[config.mk]
export PLATFORM = sky130hd
export DESIGN_NAME = tcas_reply_pulse_det
export DESIGN_NICKNAME = d
export VERILOG_FILES = /design/src/rtl/tcas_reply_pulse_det.sv
export SDC_FILE = /design/constraint.sdc
export NUM_CORES = 1
export LEC_CHECK = 0
export ABC_AREA = 1
export CAP_MARGIN = 20
export CORE_UTILIZATION = 35
export CTS_CLUSTER_DIAMETER = 200
export DETAILED_ROUTE_END_ITERATION = 10
export GPL_TIMING_DRIVEN = 0
export SLEW_MARGIN = 20
export SYNTH_ARGS = -nofsm -noshare
export SYNTH_HDL_FRONTEND = slang
export SYNTH_SLANG_ARGS = --single-unit
[constraint.sdc]
create_clock -name clk_20 -period 18.7 [get_ports clk_20]
set_input_delay 4.675 -clock clk_20 [delete_from_list [all_inputs] [get_ports clk_20]]
set_output_delay 4.675 -clock clk_20 [all_outputs]
set_load 0.02 [all_outputs]
[src/rtl/tcas_reply_pulse_det.sv]
// TCAS receive-chain pulse detector (clk_20 domain): qualifies MAIN samples against threshold and
// sidelobe margin, measures each legal-width pulse and queues a report for the reply decoder.
module tcas_reply_pulse_det #(
  parameter int FIFO_DEPTH = 4,
  parameter int MIN_W      = 6,
  parameter int MAX_W      = 30,
  parameter int DATA_W     = 16
) (
  input  logic                  clk_20,
  input  logic                  reset,
  input  logic                  enable,
  input  logic [DATA_W-1:0]     thr,
  input  logic [DATA_W-1:0]     sls_margin,
  input  logic [DATA_W-1:0]     ampl_main,
  input  logic [DATA_W-1:0]     ampl_omega,
  input  logic [DATA_W-1:0]     ampl_omni,
  input  logic [8:0]            bearing,
  output logic                  rpt_valid,
  input  logic                  rpt_ready,
  output logic [2*DATA_W+48:0]  rpt_data,
  output logic [7:0]            ovf_cnt
);

  localparam int PTR_W = (FIFO_DEPTH > 1) ? $clog2(FIFO_DEPTH) : 1;
  localparam int CNT_W = PTR_W + 1;
  localparam int RPT_W = 2*DATA_W + 49;

  localparam logic [1:0] S_IDLE    = 2'd0;
  localparam logic [1:0] S_PULSE   = 2'd1;
  localparam logic [1:0] S_TOOLONG = 2'd2;

  localparam logic [7:0]       MIN_W8  = 8'(MIN_W);
  localparam logic [7:0]       MAX_W8  = 8'(MAX_W);
  localparam logic [CNT_W-1:0] DEPTH_C = CNT_W'(FIFO_DEPTH);

  function automatic logic [7:0] sat_inc8(input logic [7:0] v);
    return (v == 8'hFF) ? v : v + 8'd1;
  endfunction

  // ---- stage p0: input registers and time stamp ----
  logic [DATA_W-1:0] main_p0_q, main_p0_d, omega_p0_q, omega_p0_d, omni_p0_q, omni_p0_d;
  logic [DATA_W-1:0] thr_p0_q, thr_p0_d, sls_p0_q, sls_p0_d;
  logic [8:0]        brg_p0_q, brg_p0_d;
  logic [23:0]       ts_p0_q, ts_p0_d, tstamp_q, tstamp_d;
  logic              hit_p0;

  always_comb begin
    main_p0_d  = ampl_main;
    omega_p0_d = ampl_omega;
    omni_p0_d  = ampl_omni;
    thr_p0_d   = thr;
    sls_p0_d   = sls_margin;
    brg_p0_d   = bearing;
    ts_p0_d    = tstamp_q;
    tstamp_d   = tstamp_q + 24'd1;
  end

  always_ff @(posedge clk_20 or posedge reset) begin
    if (reset) begin
      main_p0_q  <= '0;
      omega_p0_q <= '0;
      omni_p0_q  <= '0;
      thr_p0_q   <= '0;
      sls_p0_q   <= '0;
      brg_p0_q   <= '0;
      ts_p0_q    <= '0;
      tstamp_q   <= '0;
    end else begin
      main_p0_q  <= main_p0_d;
      omega_p0_q <= omega_p0_d;
      omni_p0_q  <= omni_p0_d;
      thr_p0_q   <= thr_p0_d;
      sls_p0_q   <= sls_p0_d;
      brg_p0_q   <= brg_p0_d;
      ts_p0_q    <= ts_p0_d;
      tstamp_q   <= tstamp_d;
    end
  end

  // Sidelobe test is one bit wider than the data so a large margin cannot wrap into a pass.
  always_comb begin
    hit_p0 = (main_p0_q >= thr_p0_q) &&
             ({1'b0, main_p0_q} >= ({1'b0, omega_p0_q} + {1'b0, sls_p0_q}));
  end

  // ---- stage p1: pulse measurement FSM and report register ----
  logic [1:0]        state_q, state_d;
  logic [7:0]        width_q, width_d;
  logic [DATA_W-1:0] peak_q, peak_d, pomni_q, pomni_d;
  logic [8:0]        pbrg_q, pbrg_d;
  logic [23:0]       t0_q, t0_d;
  logic              vld_p1_q, vld_p1_d;
  logic [RPT_W-1:0]  rpt_p1_q, rpt_p1_d;

  always_comb begin
    state_d  = state_q;
    width_d  = width_q;
    peak_d   = peak_q;
    pomni_d  = pomni_q;
    pbrg_d   = pbrg_q;
    t0_d     = t0_q;
    vld_p1_d = 1'b0;
    rpt_p1_d = {t0_q, width_q, peak_q, pomni_q, pbrg_q, 8'h00};
    if (!enable) begin
      state_d = S_IDLE;
    end else begin
      case (state_q)
        S_IDLE: begin
          if (hit_p0) begin
            state_d = S_PULSE;
            width_d = 8'd1;
            peak_d  = main_p0_q;
            pomni_d = omni_p0_q;
            pbrg_d  = brg_p0_q;
            t0_d    = ts_p0_q;
          end
        end
        S_PULSE: begin
          if (hit_p0) begin
            if (width_q == MAX_W8) begin
              state_d = S_TOOLONG;
            end else begin
              width_d = width_q + 8'd1;
              // Strict compare: on equal peaks the earliest sample wins.
              if (main_p0_q > peak_q) begin
                peak_d  = main_p0_q;
                pomni_d = omni_p0_q;
                pbrg_d  = brg_p0_q;
              end
            end
          end else begin
            state_d  = S_IDLE;
            vld_p1_d = (width_q >= MIN_W8);
          end
        end
        S_TOOLONG: begin
          if (!hit_p0) state_d = S_IDLE;
        end
        default: state_d = S_IDLE;
      endcase
    end
  end

  always_ff @(posedge clk_20 or posedge reset) begin
    if (reset) begin
      state_q  <= S_IDLE;
      width_q  <= '0;
      vld_p1_q <= 1'b0;
    end else begin
      state_q  <= state_d;
      width_q  <= width_d;
      vld_p1_q <= vld_p1_d;
    end
  end

  always_ff @(posedge clk_20) begin
    peak_q   <= peak_d;
    pomni_q  <= pomni_d;
    pbrg_q   <= pbrg_d;
    t0_q     <= t0_d;
    rpt_p1_q <= rpt_p1_d;
  end

  // ---- stage p2: report FIFO with registered show-ahead head ----
  logic [RPT_W-1:0] mem_q [FIFO_DEPTH];
  logic [PTR_W-1:0] rd_q, rd_d, wr_q, wr_d;
  logic [CNT_W-1:0] cnt_q, cnt_d, cnt_left;
  logic [7:0]       ovf_q, ovf_d;
  logic [RPT_W-1:0] rdata_q, rdata_d;
  logic             pop, accept;

  always_comb begin
    pop      = (cnt_q != '0) && rpt_ready;
    accept   = vld_p1_q && ((cnt_q != DEPTH_C) || pop);
    cnt_left = cnt_q - CNT_W'(pop);
    cnt_d    = cnt_left + CNT_W'(accept);
    rd_d     = rd_q + PTR_W'(pop);
    wr_d     = wr_q + PTR_W'(accept);
    ovf_d    = (vld_p1_q && !accept) ? sat_inc8(ovf_q) : ovf_q;
    rdata_d  = rdata_q;
    // When nothing older remains, the entry being written becomes the head directly.
    if (cnt_left != '0)  rdata_d = mem_q[rd_d];
    else if (accept)     rdata_d = rpt_p1_q;
  end

  always_ff @(posedge clk_20 or posedge reset) begin
    if (reset) begin
      rd_q    <= '0;
      wr_q    <= '0;
      cnt_q   <= '0;
      ovf_q   <= '0;
      rdata_q <= '0;
    end else begin
      rd_q    <= rd_d;
      wr_q    <= wr_d;
      cnt_q   <= cnt_d;
      ovf_q   <= ovf_d;
      rdata_q <= rdata_d;
    end
  end

  always_ff @(posedge clk_20) begin
    if (accept) mem_q[wr_q] <= rpt_p1_q;
  end

  assign rpt_valid = (cnt_q != '0);
  assign rpt_data  = rdata_q;
  assign ovf_cnt   = ovf_q;

endmodule

==> flow_summary.ini <==
[clock_network]
cts_tree = yes
cts_buffers = 69
htreeDepth = 3
cts_setup_buffers = 0
path_clk_slew_ns = 0.06
post_cts_resize_count = 0
hold_buffers = 0
clock_path_buffers = 3
cts-root-buf = clkbuf_16
clkLatencyLatePin_ns = 0.60
cts_sinks = 666

[timing]
fin_skew_ns = 0.0261
min_period_ns = 7.40
whs_ns = 0.328
setup-tns-final_ns = 0
maxSlewHeadroom_pct = 40.6
fin_crit_sh_pct = 39.6
max_freq_ghz = 0.135
slew_viol_final = 0
hold_viol = 0
setup-violations-final = 0
rsz0062_at_grt = false
tightest_slew_ns = 0.886

[logic_synthesis]
ys_ff_latch = 666
ys.flop_type = edfxtp_1
ys_async_sr_fraction_pct = 35.4
syn_avg_cell_area_sq_um = 13.3
synthCells = 1892
synth_cell_type_count = 43
synth_edf_count = 357
yosysWarnings = 0
yosysSeqAreaShare_pct = 71.6
netlist_area_sq_um = 25200

[final_layout]
fin_util_pct = 43.4
synthToLayoutAreaGrowth_pct = 22.9
drive_gt1_share_pct = 11.2
finalNonFillerCells = 3197
num-fill-cells = 6385
multi_input_area_sq_um = 6270
antennaDiodeCount = 0
seq_area_sq_um = 18100
nets = 2359

[pwr]
power.leakage_uw = 0.0126
switchingPower_uw = 1570
power_frac_comb_pct = 32.1
pwr-share-clk_pct = 29.7
pwr-share-seq_pct = 38.2
cell_internal_pwr_uw = 3040
p_sw_share_pct = 34.1
power.density_nw_per_um2 = 149
irDropWorstVdd_mv = 0.0682

[global_route]
grt_busiest_layer = met2
grt_start_max_net_pins = 93
grt_pass1_wl_mm = 90.6
grt_pass1_vias = 15919
overflow = 0
met1_usage_pct = 20.2
grt_antenna_before_repair = 1
grtUsageTotal_pct = 16.0
globalRouteMet3Util_pct = 3.21
grt_util_met2_pct = 26.9

[detailed_routing]
vias_per_cell = 4.79
drtIter0Drc = 1067
post-route-drc-count = 0
vias = 15329
finalWirelength_mm = 58.2
firstDrtPassIters = 5
routedWlPerCell_microns = 18.2
drtAntennaViolNets = 0

[critical_path]
critPathMaxFanout = 10
rr_worst_depth = 23
r2r_start = omega_p0_q[0]
crit_type = in2reg
r2r-end = pomni_q[6]
critPathRequiredTime_ns = 19.00
endpoint_kind = flip-flop
arrival_ns = 7.70
r2r_slack_ns = 14.40
startpoint_type = input port

[die]
die_area_sq_um = 73200
ioPinCount = 183
core_sq_um = 71500
num_rows = 98
initial_core_util_pct = 35.3
dieWidth_microns = 271
die_y_microns = 271

[worst_hold_path]
min_to = rpt_p1_q[61]
min_path_cells = 0
hold_start = t0_q[4]
hold_path.class = reg2reg

[run]
drv_cap = 0

[placed_design]
gp_congestion = 0.821
hpwlAfterDp_mm = 40.5
port_buffers = 174
place_inst = 3070

[run_status]
status = finished, final reports clean
[worst max-delay path by stage]
stage	from	cells past startpoint	end
5_1_grt	rpt_ready	11	mem_q[3][19]
6_report	rpt_ready	11	mem_q[3][15]
3_5_place_dp	rpt_ready	11	mem_q[3][15]
3_3_place_gp	rpt_ready	7	mem_q[3][52]
4_1_cts	rpt_ready	11	mem_q[3][19]
2_1_floorplan	reset	1	brg_p0_q[0]
[power by group through the flow]
| stage | registers [uW] | clock network [uW] | logic [uW] |
|---|---|---|---|
| floorplan | 1860 | 0 | 822 |
| global placement | 1790 | 0 | 1470 |
| detailed placement | 1790 | 0 | 1500 |
| CTS | 1760 | 1400 | 1500 |
| global route | 1770 | 1460 | 1620 |
| finish | 1760 | 1370 | 1480 |
[final cells by class]
cell class	count	area share, %
Tap cell	950	3.83
Timing Repair Buffer	221	7.19
Sequential cell	666	58.3
Buffer	90	1.33
Clock inverter	27	0.911
Inverter	143	1.75
Multi-Input combinational cell	1000	20.2
Clock buffer	100	6.47
[layout by cell type, fill, tap and decap left out, types with 18 or more instances in the layout]
master           synthesis  routed
xor2_1                  29      29
mux2i_1                 56      56
buf_4                   12      44
inv_1                  140     139
buf_2                   23      23
o211ai_1               103     103
ha_1                    74      74
xnor2_1                 20      20
dfxtp_1                 73      73
dfrtp_1                236     236
o21ai_0                 27      27
a21oi_1                 35      35
nand4_1                 20      20
clkbuf_1                37      55
edfxtp_1               357     357
mux2_2                  35      35
nand3_1                229     229
buf_1                   18      18
clkbuf_16                0      72
nand2_1                255     255
nor2_1                  58      56
clkdlybuf4s50_1          0     174
[registers in the layout, summed over array words and instances (netlist names), 9 cells and up]
| register | flops |
|---|---|
| rpt_p1_q | 73 |
| pbrg_q | 9 |
| omega_p0_q | 16 |
| pomni_q | 16 |
| brg_p0_q | 9 |
| peak_q | 16 |
| ts_p0_d | 24 |
| omni_p0_q | 16 |
| thr_p0_q | 16 |
| rpt_data | 73 |
| t0_q | 24 |
| main_p0_q | 16 |
| sls_p0_q | 16 |
| mem_q | 292 |
| ts_p0_q | 24 |
[synth_stat cells (2+ instances only)]
| library cell | count | area (sq um) |
|---|---|---|
| nand2_2 | 4 | 25.0 |
| a21oi_1 | 35 | 175 |
| a31oi_1 | 5 | 31.3 |
| nor3_1 | 15 | 75.1 |
| mux2_2 | 35 | 394 |
| buf_4 | 12 | 90.1 |
| o21bai_1 | 2 | 15.0 |
| and3_1 | 2 | 12.5 |
| o211ai_1 | 103 | 773 |
| xnor2_1 | 20 | 175 |
| mux2i_1 | 56 | 561 |
| buf_1 | 18 | 67.6 |
| nor2_4 | 2 | 22.5 |
| nand2_1 | 255 | 957 |
| nor2_1 | 58 | 218 |
| edfxtp_1 | 357 | 10700 |
| o21ai_0 | 27 | 135 |
| a21o_1 | 2 | 15.0 |
| xor2_1 | 29 | 254 |
| nand3_2 | 2 | 20.0 |
| inv_1 | 140 | 526 |
| inv_2 | 3 | 11.3 |
| nor2_2 | 4 | 25.0 |
| dfrtp_1 | 236 | 5910 |
| clkbuf_1 | 37 | 139 |
| buf_2 | 23 | 115 |
| a211oi_1 | 2 | 15.0 |
| nand3_1 | 229 | 1150 |
| ha_1 | 74 | 926 |
| dfxtp_1 | 73 | 1460 |
| nand4_1 | 20 | 125 |
[per-stage QoR]
| stage | worst slack (ns) | power, uW | instance area [sq um] |
|---|---|---|---|
| after floorplan | 7.55 | 2680 | 25300 |
| after global placement | 2.12 | 3260 | 28200 |
| after detailed placement | 10.64 | 3290 | 28700 |
| after CTS | 11.28 | 4670 | 31000 |
| after global routing | 11.15 | 4850 | 31000 |
| final | 11.30 | 4610 | 31000 |
[worst max-delay path, cell delays in order]
cell and delay [ns]:
clkdlybuf4s50_1 0.46, inv_1 0.09, nand3_1 0.12, nand2_1 0.32, buf_2 0.35, buf_2 0.24, nor3_2 0.69, buf_6 0.25
buf_6 0.15, buf_4 0.16, buf_4 0.18
[metal layers]
layer | share of wire (%) | wire (microns)
met2 | 49 | 28300
met5 | 0.022 | 13
met1 | 43 | 25100
met3 | 5.5 | 3220
met4 | 2.6 | 1520
[cell families after synthesis]
| group | share of synthesized area (%) |
|---|---|
| DFF | 71.6 |
| xor gates and xnor gates | 1.70 |
| AOI/OAI and AO/OA | 4.63 |
| other | 0.0149 |
| muxes | 3.78 |
| adders and majority gates | 3.75 |
| and+or+nand+nor | 10.7 |
| buffers and inverters | 3.76 |
Power figures use the tool's default switching activity.
